--- src/rtl/led_ctrl_pkg.sv ---
`default_nettype none
// ============================================================================
// Module   : led_ctrl_pkg
// Purpose  : Shared widths, scheduler state encoding and the chunk-write request record.
// Revision : 1.0 - initial release
// ============================================================================
package led_ctrl_pkg;

    localparam int          CHUNK_W      = 32;
    localparam int          ROW_W        = 4;
    localparam int          CHUNK_ADDR_W = 4;
    localparam int          PANEL_W      = 2;
    localparam logic [3:0]  LAST_CHUNK   = 4'd15;

    typedef enum logic [0:0] {
        RR     = 1'b0,
        LOCKED = 1'b1
    } sched_state_e;

    typedef struct packed {
        logic [PANEL_W-1:0]      panel;
        logic [ROW_W-1:0]        row;
        logic [CHUNK_ADDR_W-1:0] chunk;
        logic [CHUNK_W-1:0]      data;
    } chunk_req_t;

    // The row being scanned out, and optionally the one after it, must not be rewritten.
    function automatic logic row_conflict(input logic [ROW_W-1:0] row,
                                          input logic [ROW_W-1:0] active,
                                          input logic             guard_next);
        logic [ROW_W-1:0] next_row;
        next_row = active + 4'd1;
        return (row == active) | (guard_next & (row == next_row));
    endfunction

endpackage
`default_nettype wire

--- src/rtl/rr_arbiter_2.sv ---
`default_nettype none
// ============================================================================
// Module   : rr_arbiter_2
// Purpose  : Two-way round-robin grant with a host override; pointer favours host out of reset.
// Revision : 1.0 - initial release
// ============================================================================
module rr_arbiter_2 (
    input  logic clk,
    input  logic reset,
    input  logic elig_host,
    input  logic elig_pat,
    input  logic xfer,
    input  logic force_host,
    output logic grant_host,
    output logic grant_pat
);

    // Records which side was served last; the other side wins a tie.
    logic r_last_host;

    always_comb begin
        grant_host = elig_host & (force_host | ~elig_pat | ~r_last_host);
        grant_pat  = elig_pat & ~force_host & (~elig_host | r_last_host);
    end

    always_ff @(posedge clk or posedge reset) begin
        if (reset) begin
            r_last_host <= 1'b0;
        end else if (xfer) begin
            r_last_host <= grant_host;
        end
    end

endmodule
`default_nettype wire

--- src/rtl/chunk_write_scheduler.sv ---
`default_nettype none
// ============================================================================
// Module   : chunk_write_scheduler
// Purpose  : Arbitrates host and pattern chunk writes onto the LED controller write port,
//            with host row-lock and tear guard. Optional stall counter: CHUNK_SCHED_STATS_EN.
// Revision : 1.0 - initial release
// ============================================================================
module chunk_write_scheduler
    import led_ctrl_pkg::*;
#(
    parameter int GUARD_NEXT = 1,
    parameter int STAT_W     = 16
) (
    input  logic                    clk,
    input  logic                    reset,
    input  logic                    host_valid,
    output logic                    host_ready,
    input  logic                    host_lock,
    input  logic [PANEL_W-1:0]      host_panel,
    input  logic [ROW_W-1:0]        host_row,
    input  logic [CHUNK_ADDR_W-1:0] host_chunk,
    input  logic [CHUNK_W-1:0]      host_data,
    input  logic                    pat_valid,
    output logic                    pat_ready,
    input  logic [PANEL_W-1:0]      pat_panel,
    input  logic [ROW_W-1:0]        pat_row,
    input  logic [CHUNK_ADDR_W-1:0] pat_chunk,
    input  logic [CHUNK_W-1:0]      pat_data,
    input  logic [ROW_W-1:0]        active_row_addr,
    output logic                    chunk_write_enable,
    output logic [CHUNK_W-1:0]      chunk_data,
    output logic [CHUNK_ADDR_W-1:0] chunk_addr,
    output logic [ROW_W-1:0]        row_addr,
    output logic [PANEL_W-1:0]      panel_addr,
    output logic                    locked,
    output logic [STAT_W-1:0]       stall_cycles
);

    localparam logic c_guard_next = (GUARD_NEXT != 0);

    sched_state_e r_state;
    sched_state_e w_state_next;
    chunk_req_t   w_host_req;
    chunk_req_t   w_pat_req;
    chunk_req_t   r_out;
    logic         r_we;
    logic         w_conflict_host;
    logic         w_conflict_pat;
    logic         w_elig_host;
    logic         w_elig_pat;
    logic         w_grant_host;
    logic         w_grant_pat;
    logic         w_xfer;
    logic         w_force_host;

    assign w_host_req = '{panel: host_panel, row: host_row, chunk: host_chunk, data: host_data};
    assign w_pat_req  = '{panel: pat_panel,  row: pat_row,  chunk: pat_chunk,  data: pat_data};

    assign w_conflict_host = row_conflict(host_row, active_row_addr, c_guard_next);
    assign w_conflict_pat  = row_conflict(pat_row,  active_row_addr, c_guard_next);
    assign w_elig_host     = host_valid & ~w_conflict_host;
    assign w_elig_pat      = pat_valid  & ~w_conflict_pat;
    assign w_force_host    = (r_state == LOCKED);

    rr_arbiter_2 u_arb (
        .clk        (clk),
        .reset      (reset),
        .elig_host  (w_elig_host),
        .elig_pat   (w_elig_pat),
        .xfer       (w_xfer),
        .force_host (w_force_host),
        .grant_host (w_grant_host),
        .grant_pat  (w_grant_pat)
    );

    // A grant only goes to an eligible (hence valid) side, so grant equals transfer.
    assign host_ready = w_grant_host;
    assign pat_ready  = w_grant_pat;
    assign w_xfer     = w_grant_host | w_grant_pat;

    always_comb begin
        w_state_next = r_state;
        case (r_state)
            RR: begin
                if (w_grant_host && host_lock && (host_chunk == '0)) begin
                    w_state_next = LOCKED;
                end
            end
            LOCKED: begin
                if ((w_grant_host && (host_chunk == LAST_CHUNK)) || !host_lock) begin
                    w_state_next = RR;
                end
            end
            default: w_state_next = RR;
        endcase
    end

    always_ff @(posedge clk or posedge reset) begin
        if (reset) begin
            r_state <= RR;
            r_we    <= 1'b0;
            r_out   <= '0;
        end else begin
            r_state <= w_state_next;
            r_we    <= w_xfer;
            if (w_grant_host) begin
                r_out <= w_host_req;
            end else if (w_grant_pat) begin
                r_out <= w_pat_req;
            end
        end
    end

    assign chunk_write_enable = r_we;
    assign chunk_data         = r_out.data;
    assign chunk_addr         = r_out.chunk;
    assign row_addr           = r_out.row;
    assign panel_addr         = r_out.panel;
    assign locked             = (r_state == LOCKED);

`ifdef CHUNK_SCHED_STATS_EN
    logic [STAT_W-1:0] r_stall;
    logic              w_stall_evt;

    assign w_stall_evt = ((host_valid & w_conflict_host) | (pat_valid & w_conflict_pat)) & ~w_xfer;

    always_ff @(posedge clk or posedge reset) begin
        if (reset) begin
            r_stall <= '0;
        end else if (w_stall_evt && (r_stall != '1)) begin
            r_stall <= r_stall + STAT_W'(1);
        end
    end

    assign stall_cycles = r_stall;
`else
    assign stall_cycles = '0;
`endif

endmodule
`default_nettype wire
--- config.mk ---
export PLATFORM = sky130hd
export DESIGN_NAME = chunk_write_scheduler
export DESIGN_NICKNAME = d
export VERILOG_FILES = /design/src/rtl/led_ctrl_pkg.sv /design/src/rtl/rr_arbiter_2.sv /design/src/rtl/chunk_write_scheduler.sv
export SDC_FILE = /design/constraint.sdc
export NUM_CORES = 1
export LEC_CHECK = 0
export ABC_AREA = 1
export CORE_ASPECT_RATIO = 1.75
export CORE_UTILIZATION = 43
export DETAILED_ROUTE_END_ITERATION = 6
export PLACE_DENSITY_LB_ADDON = 0.3
export SYNTH_ARGS = -nofsm -noshare
export SYNTH_HDL_FRONTEND = slang
export SYNTH_SLANG_ARGS = --single-unit
--- constraint.sdc ---
create_clock -name clk -period 6.1 [get_ports clk]
set_clock_uncertainty 0.2 [all_clocks]
set_input_delay 1.525 -clock clk [delete_from_list [all_inputs] [get_ports clk]]
set_output_delay 1.525 -clock clk [all_outputs]
set_load 0.02 [all_outputs]
==> results of run 1 <==
state kept, by name, indices dropped and copies added (netlist names):
name and flops:
locked 1, row_addr 4, chunk_addr 4, u_arb.r_last_host 1
chunk_data 32, chunk_write_enable 1, panel_addr 2
worst min path at each step:
stage                     slack, ns  depth (start not counted)         startpoint                end
after floorplan                0.29                          2  u_arb.r_last_host  u_arb.r_last_host
after global placement         0.29                          2     chunk_data[11]     chunk_data[11]
after detailed placement       0.29                          2      chunk_data[6]      chunk_data[6]
after CTS                      0.31                          2     chunk_data[29]     chunk_data[29]
after global routing           0.33                          2     chunk_data[21]     chunk_data[21]
final                          0.30                          2     chunk_data[29]     chunk_data[29]
cell families after synthesis:
kind of cell	after synthesis	synth area share, %
adders and majority gates	1	0.434
buffers and inverters	61	12.1
xor gates and xnor gates	2	0.607
DFF	45	39.0
and+or+nand+nor	323	47.2
AOI/OAI and AO/OA	3	0.520
other	1	0.130
per-stage QoR:
| stage | power (W) | util (%) |
|---|---|---|
| 2_1_floorplan | 0.000649 | - |
| 3_3_place_gp | 0.000855 | 65.0 |
| 3_5_place_dp | 0.000865 | 65.0 |
| 4_1_cts | 0.00114 | 67.1 |
| 5_1_grt | 0.00119 | 67.1 |
| 6_report | 0.00112 | 67.1 |
cell usage after synthesis:
| cell | number |
|---|---|
| clkbuf_1 | 7 |
| nand4_1 | 1 |
| nand3_1 | 93 |
| ha_1 | 1 |
| nand3_2 | 1 |
| nand3b_1 | 2 |
| buf_6 | 4 |
| o21ai_0 | 2 |
| conb_1 | 1 |
| nand2_4 | 1 |
| nor2_2 | 2 |
| dfrtp_1 | 45 |
| buf_4 | 21 |
| inv_2 | 3 |
| xor2_1 | 2 |
| inv_1 | 17 |
| a21oi_1 | 1 |
| nor2_1 | 6 |
| nand2_1 | 216 |
| buf_2 | 9 |
| nor4_1 | 1 |
layer usage:
layer  vias up  track usage [%]  part of all wire, %
met5         -                0                    0
met4         0             10.9                  2.9
met3        20             4.22                  4.3
met2       109             46.6                   54
met1      1467             28.3                   39
li1       1591                -                    -
area by class of cell:
type | count | area share [%]
Multi-Input combinational cell | 345 | 33.7
Sequential cell | 45 | 25.8
Tap cell | 82 | 2.35
Clock buffer | 7 | 3.27
Inverter | 20 | 1.72
Timing Repair Buffer | 146 | 33.1
tightest hold or removal path, stage by stage, from the launching register on:
cell,delay [ns]
dfrtp_1,0.34
nand3_1,0.07
nand2_1,0.06
report_power, final:
| part | internal, W | switching (W) |
|---|---|---|
| combinational | 0.000210 | 0.000262 |
| clock | 0.000161 | 0.000106 |
| sequential | 0.000355 | 0.0000302 |
==> key figures, run 1 <==
Yosys
  – Synth Instances: 436
  – Sequential-to-total area share from yosys stat: approximately two fifths
  – Netlist cell types: 21
  – Post-synthesis cell area: 2880 sq um
  – Yosys warns: 0
  – Syn avg cell area: 6.61 sq um
  – Dominant cells by area after synthesis: dfrtp_1 39%, nand2_1 28%, nand3_1 16%, buf_4 5.5%, inv_1 2.2%
  – Yosys reg bits: 45
  – Area leader, netlist: dfrtp_1
  – Yosys top cell area share: roughly two fifths

Detailed routing
  – Total wire length: just under 9000 um
  – Wire per inst: 13.5 um
  – First DRT Iteration DRCs: ~160
  – Vias/cell: 4.94
  – DRT Pass-1 Iters: 4
  – DRT antenna net count: 0
  – DRC: 0
  – DR vias: 3187

Clock network
  – CTS tree: yes
  – Post-CTS setup buffers: 0
  – Sink Count: 45
  – Worst-path clk slew: about 0.060 ns
  – Cts repair resizes: 0
  – Clock root buffer: clkbuf_16
  – CTS max path bufs: 2
  – H-tree Lvls: 2
  – CTS Buf Count: 5
  – Hold-fix buffers, CTS: 0
  – Skew-Pair Late Insertion Delay: 0.28 ns

STA
  – Max Slew Vio Count: 0
  – Hold Fails Final Rpt: 0
  – WHS: 0.303 ns
  – Setup ws final: 0.496 ns
  – Maximum clock frequency: approximately 0.18 GHz
  – Unrepaired setup endpoints after global routing: false
  – Max_slew headroom: about a third
  – Post-layout minimum cycle time: between 5 and 6 ns
  – Final Cycle Share: 91.9%
  – Setup TNS: 0 ns
  – Setup Viol. Count Final: 0
  – Worst-margin pin slew: 0.973 ns

Worst setup path
  – Delay-heaviest family, CP: buffers and inverters
  – Worst path cell trace: clkdlybuf4s50_1 -> ha_1 -> inv_1 -> nand2_1 -> nand2_1 -> nor2_1 -> nand3_1 -> nor2_1 -> nor2_4 -> o21ai_0 -> clkdlybuf4s50_1
  – Critical path buffers and inverters: 3
  – Setup Crit Path Kind: input port to primary output
  – Worst setup EP type: primary output
  – CP max stage delay: 0.65 ns
  – Data required time of the worst path: ~4.4 ns
  – Arr. time, crit path: about 3.9 ns
  – Reg-to-reg startpoint: locked
  – WP depth: 11
  – CP max stage cell: clkdlybuf4s50_1
  – Worst Path Max Fanout: 12
  – Reg2Reg Setup Slack: about 3.6 ns
  – Worst reg2reg endpoint: chunk_data[5]
  – Setup crit end: pat_ready
  – Crit path from: active_row_addr[0]
  – Register-to-Register Path Depth: 9
  – Crit path launch type: input port

Finish
  – Sequential cell area: 1130 sq um
  – Layout area overhead: 51.1%
  – Fill count: 578
  – Fraction of layout cells with a size suffix above 1: 3.91%
  – Layout Nets: 657
  – Final instance area: 4360 sq um
  – Finished Layout Cells: 645
  – Commonest cells after routing, fill and taps aside: 216 x nand2_1, 138 x clkdlybuf4s50_1, 93 x nand3_1
  – Area of the multi-input gates: 1470 sq um
  – Most common cell after layout, fill and taps aside: nand2_1
  – ANT cells: 0

Floorplanning
  – Core ar.: 6490 sq um
  – Die Wd: 63.9 um
  – Die Area: around 7100 sq um
  – Row cnt: 39
  – Die height: 110 um
  – Initial Utilization: 44.4%
  – Num ports: 155

Global route
  – Vias in the first global route: ~3000
  – GRT Total Usage: 25.3%
  – Antenna violations before repair: 0
  – First-pass GRT wire length: about 14000 um
  – Largest net degree at the start of global routing: 46
  – Gr ovfl total: 0

Power and ir drop
  – Pwr/cell area: roughly 260 nW/um^2
  – Leak: around 2.3 nW
  – VDD IR max: 0.150 mV

Place
  – Dpl cell area: 4220 sq um
  – Port Buffer Count: 138
  – Place WS: approximately 0.49 ns
  – RePlAce Congestion: around 0.86
  – Detailed placement HPWL: 6410 um
  – Placed instance count: 638

Worst hold path
  – Hold WC Path Type: flop to flop

Flow run
  – Max capacitance violation total: 0

Outcome
  – Status: completed
No activity file was read; power rests on OpenSTA's default activity.
==> run 2: changes to the inputs <==
--- a/config.mk
+++ b/config.mk
@@ -9,7 +9,7 @@
 export CORE_ASPECT_RATIO = 1.75
 export CORE_UTILIZATION = 43
 export DETAILED_ROUTE_END_ITERATION = 6
-export PLACE_DENSITY_LB_ADDON = 0.3
+export PLACE_DENSITY = 0.93
 export SYNTH_ARGS = -nofsm -noshare
 export SYNTH_HDL_FRONTEND = slang
 export SYNTH_SLANG_ARGS = --single-unit
==> run 2 against run 1 <==
Final cell count shrank 0.16%. Clock power is 17% higher. Highest routed layer unchanged. Largest cell class unchanged. Routed wire length fell by 1.8%. Critical path type unchanged.
==> key figures, run 2 (synthesis gave the netlist of run 1 again) <==
Finish
  – Most common cell after layout, fill and taps aside: nand2_1 (unchanged)
  – ANT cells: 0 (unchanged)
  – Area of the multi-input gates: 1470 sq um (unchanged)
  – Max reg flops: 32 (unchanged)
  – Final Util: 67.4% (was 67.1%)
  – Layout Nets: 655 (was 657)
  – Fraction of layout cells with a size suffix above 1: 3.74% (was 3.91%)
  – Sequential cell area: 1130 sq um (unchanged)
  – Final instance area: 4370 sq um (was 4360 sq um)
  – Commonest cells after routing, fill and taps aside: 216 x nand2_1, 138 x clkdlybuf4s50_1, 93 x nand3_1 (unchanged)
  – Fill count: 547 (was 578)
  – Layout area overhead: 51.6% (was 51.1%)

Detailed routing
  – DR vias: 3175 (was 3187)
  – DRT Pass-1 Iters: 4 (unchanged)
  – DRT antenna net count: 0 (unchanged)
  – Highest metal used: met4 (unchanged)
  – Total wire length: 8560 um (was 8720 um)
  – Vias/cell: 4.93 (was 4.94)
  – DRC: 0 (unchanged)
  – Wire per inst: 13.3 um (was 13.5 um)
  – Met2 routed WL: 4750 um (was 4690 um)
  – M1 WL: 3280 um (was 3410 um)
  – Met3 Routed Length: 291 um (was 376 um)
  – First DRT Iteration DRCs: 245 (was 155)

Floorplanning
  – Die Wd: 63.9 um (unchanged)
  – Core ar.: 6490 sq um (unchanged)
  – Die height: 110 um (unchanged)
  – Initial Utilization: 44.4% (unchanged)
  – Die Area: 7050 sq um (unchanged)
  – Row cnt: 39 (unchanged)
  – Num ports: 155 (unchanged)

Power and ir drop
  – Leak: 2.27 nW (was 2.26 nW)
  – Pwr/cell area: 267 nW/um^2 (was 258 nW/um^2)
  – VDD IR max: 0.177 mV (was 0.150 mV)

Flow run
  – Max capacitance violation total: 0 (unchanged)

Place
  – Dpl cell area: 4200 sq um (was 4220 sq um)
  – RePlAce Congestion: 0.835 (was 0.856)
  – Detailed placement HPWL: 6300 um (was 6410 um)
  – Place WS: 0.588 ns (was 0.494 ns)
  – Port Buffer Count: 138 (unchanged)

Clock network
  – Worst-path clk slew: 0.06 ns (about the same)
  – Clock root buffer: clkbuf_16 (unchanged)
  – Post-CTS setup buffers: 0 (unchanged)
  – Cts repair resizes: 0 (unchanged)
  – Hold-fix buffers, CTS: 0 (unchanged)
  – Skew-Pair Late Insertion Delay: 0.28 ns (about the same)
  – H-tree Lvls: 2 (unchanged)
  – CTS Buf Count: 5 (unchanged)
  – CTS tree: yes (unchanged)
  – Sink Count: 45 (unchanged)
  – CTS max path bufs: 2 (unchanged)

Worst hold path
  – Hold Startpoint: row_addr[1] (was chunk_data[29])
  – Worst Hold Endpoint: row_addr[1] (was chunk_data[29])
  – Hold WC Path Type: flop to flop (unchanged)
  – Hold depth: 2 (unchanged)

STA
  – Max Slew Vio Count: 0 (unchanged)
  – Setup Viol. Count Final: 0 (unchanged)
  – Hold Fails Final Rpt: 0 (unchanged)
  – Max_slew headroom: 37.5% (was 35.1%)
  – Worst-margin pin slew: 0.936 ns (was 0.973 ns)
  – Maximum clock frequency: 0.181 GHz (was 0.178 GHz)
  – Post-layout minimum cycle time: 5.51 ns (was 5.60 ns)
  – Setup ws final: 0.585 ns (was 0.496 ns)
  – Final Cycle Share: 90.4% (was 91.9%)
  – Unrepaired setup endpoints after global routing: false (unchanged)
  – WHS: 0.305 ns (was 0.303 ns)
  – Setup TNS: 0 ns (unchanged)

Global route
  – First-pass GRT wire length: 13500 um (was 13800 um)
  – Gr ovfl total: 0 (unchanged)
  – Largest net degree at the start of global routing: 46 (unchanged)
  – GRT Total Usage: 24.7% (was 25.3%)
  – Vias in the first global route: 2973 (was 2966)
  – Antenna violations before repair: 0 (unchanged)

Worst setup path
  – Reg-to-reg startpoint: locked (unchanged)
  – Setup Crit Path Kind: input port to primary output (unchanged)
  – CP max stage cell: clkdlybuf4s50_1 (unchanged)
  – Arr. time, crit path: 3.79 ns (was 3.88 ns)
  – Worst reg2reg endpoint: panel_addr[1] (was chunk_data[5])
  – Crit path launch type: input port (unchanged)
  – Worst setup EP type: primary output (unchanged)
  – Worst path cell trace: clkdlybuf4s50_1 -> ha_1 -> inv_1 -> nand2_1 -> nand2_1 -> nor2_1 -> nand3_1 -> nor2_1 -> nor2_4 -> o21ai_0 -> clkdlybuf4s50_1 (unchanged)
  – Worst Path Max Fanout: 11 (was 12)
  – Reg2Reg Setup Slack: 3.57 ns (was 3.63 ns)
  – CP max stage delay: 0.63 ns (was 0.65 ns)
  – Data required time of the worst path: 4.38 ns (about the same)
  – Register-to-Register Path Depth: 9 (unchanged)

Outcome
  – Status: completed (unchanged)
## run 2: how the worst max path moves through the flow
stage	startpoint	end	slack, ns	depth (start not counted)
detailed placement	active_row_addr[0]	host_ready	0.59	12
global route	active_row_addr[0]	pat_ready	0.37	11
global placement	active_row_addr[0]	pat_ready	0.60	11
floorplan	active_row_addr[0]	pat_ready	1.33	11
finish	active_row_addr[0]	pat_ready	0.59	11
CTS	active_row_addr[0]	pat_ready	0.59	11
## run 2: worst max-delay path: cells and delay by family
family | cells | cell delay (ns)
AO/OA/AOI/OAI | 1 | 0.15
adder cells (fa/ha/maj) | 1 | 0.37
buffers and inverters | 3 | 1.20
AND/OR/NAND/NOR | 6 | 0.54
## run 2: through the flow
stage                     power (W)  instances
after CTS                   0.00117        644
final                       0.00117        644
after global routing        0.00123        644
after detailed placement   0.000860        636
after floorplan            0.000649        451
after global placement     0.000849        636
## run 2: final cells by class
type                            count  area share, %
Inverter                           20           1.72
Timing Repair Buffer              144           32.6
Clock inverter                      1          0.687
Sequential cell                    45           25.8
Clock buffer                        7           3.26
Tap cell                           82           2.35
Multi-Input combinational cell    345           33.6
## run 2: metal layers
layer / vias to the layer above / track usage, %
met2: 103 / 47.0
met1: 1463 / 27.4
met4: 0 / 11.2
met3: 16 / 1.95
li1: 1593 / -
met5: - / 0
## run 2: power by group
group          leakage (nW)  internal (W)  switching (W)
Sequential            0.549      0.000355      0.0000322
Clock                0.0841      0.000205       0.000107
Combinational          1.63      0.000208       0.000259
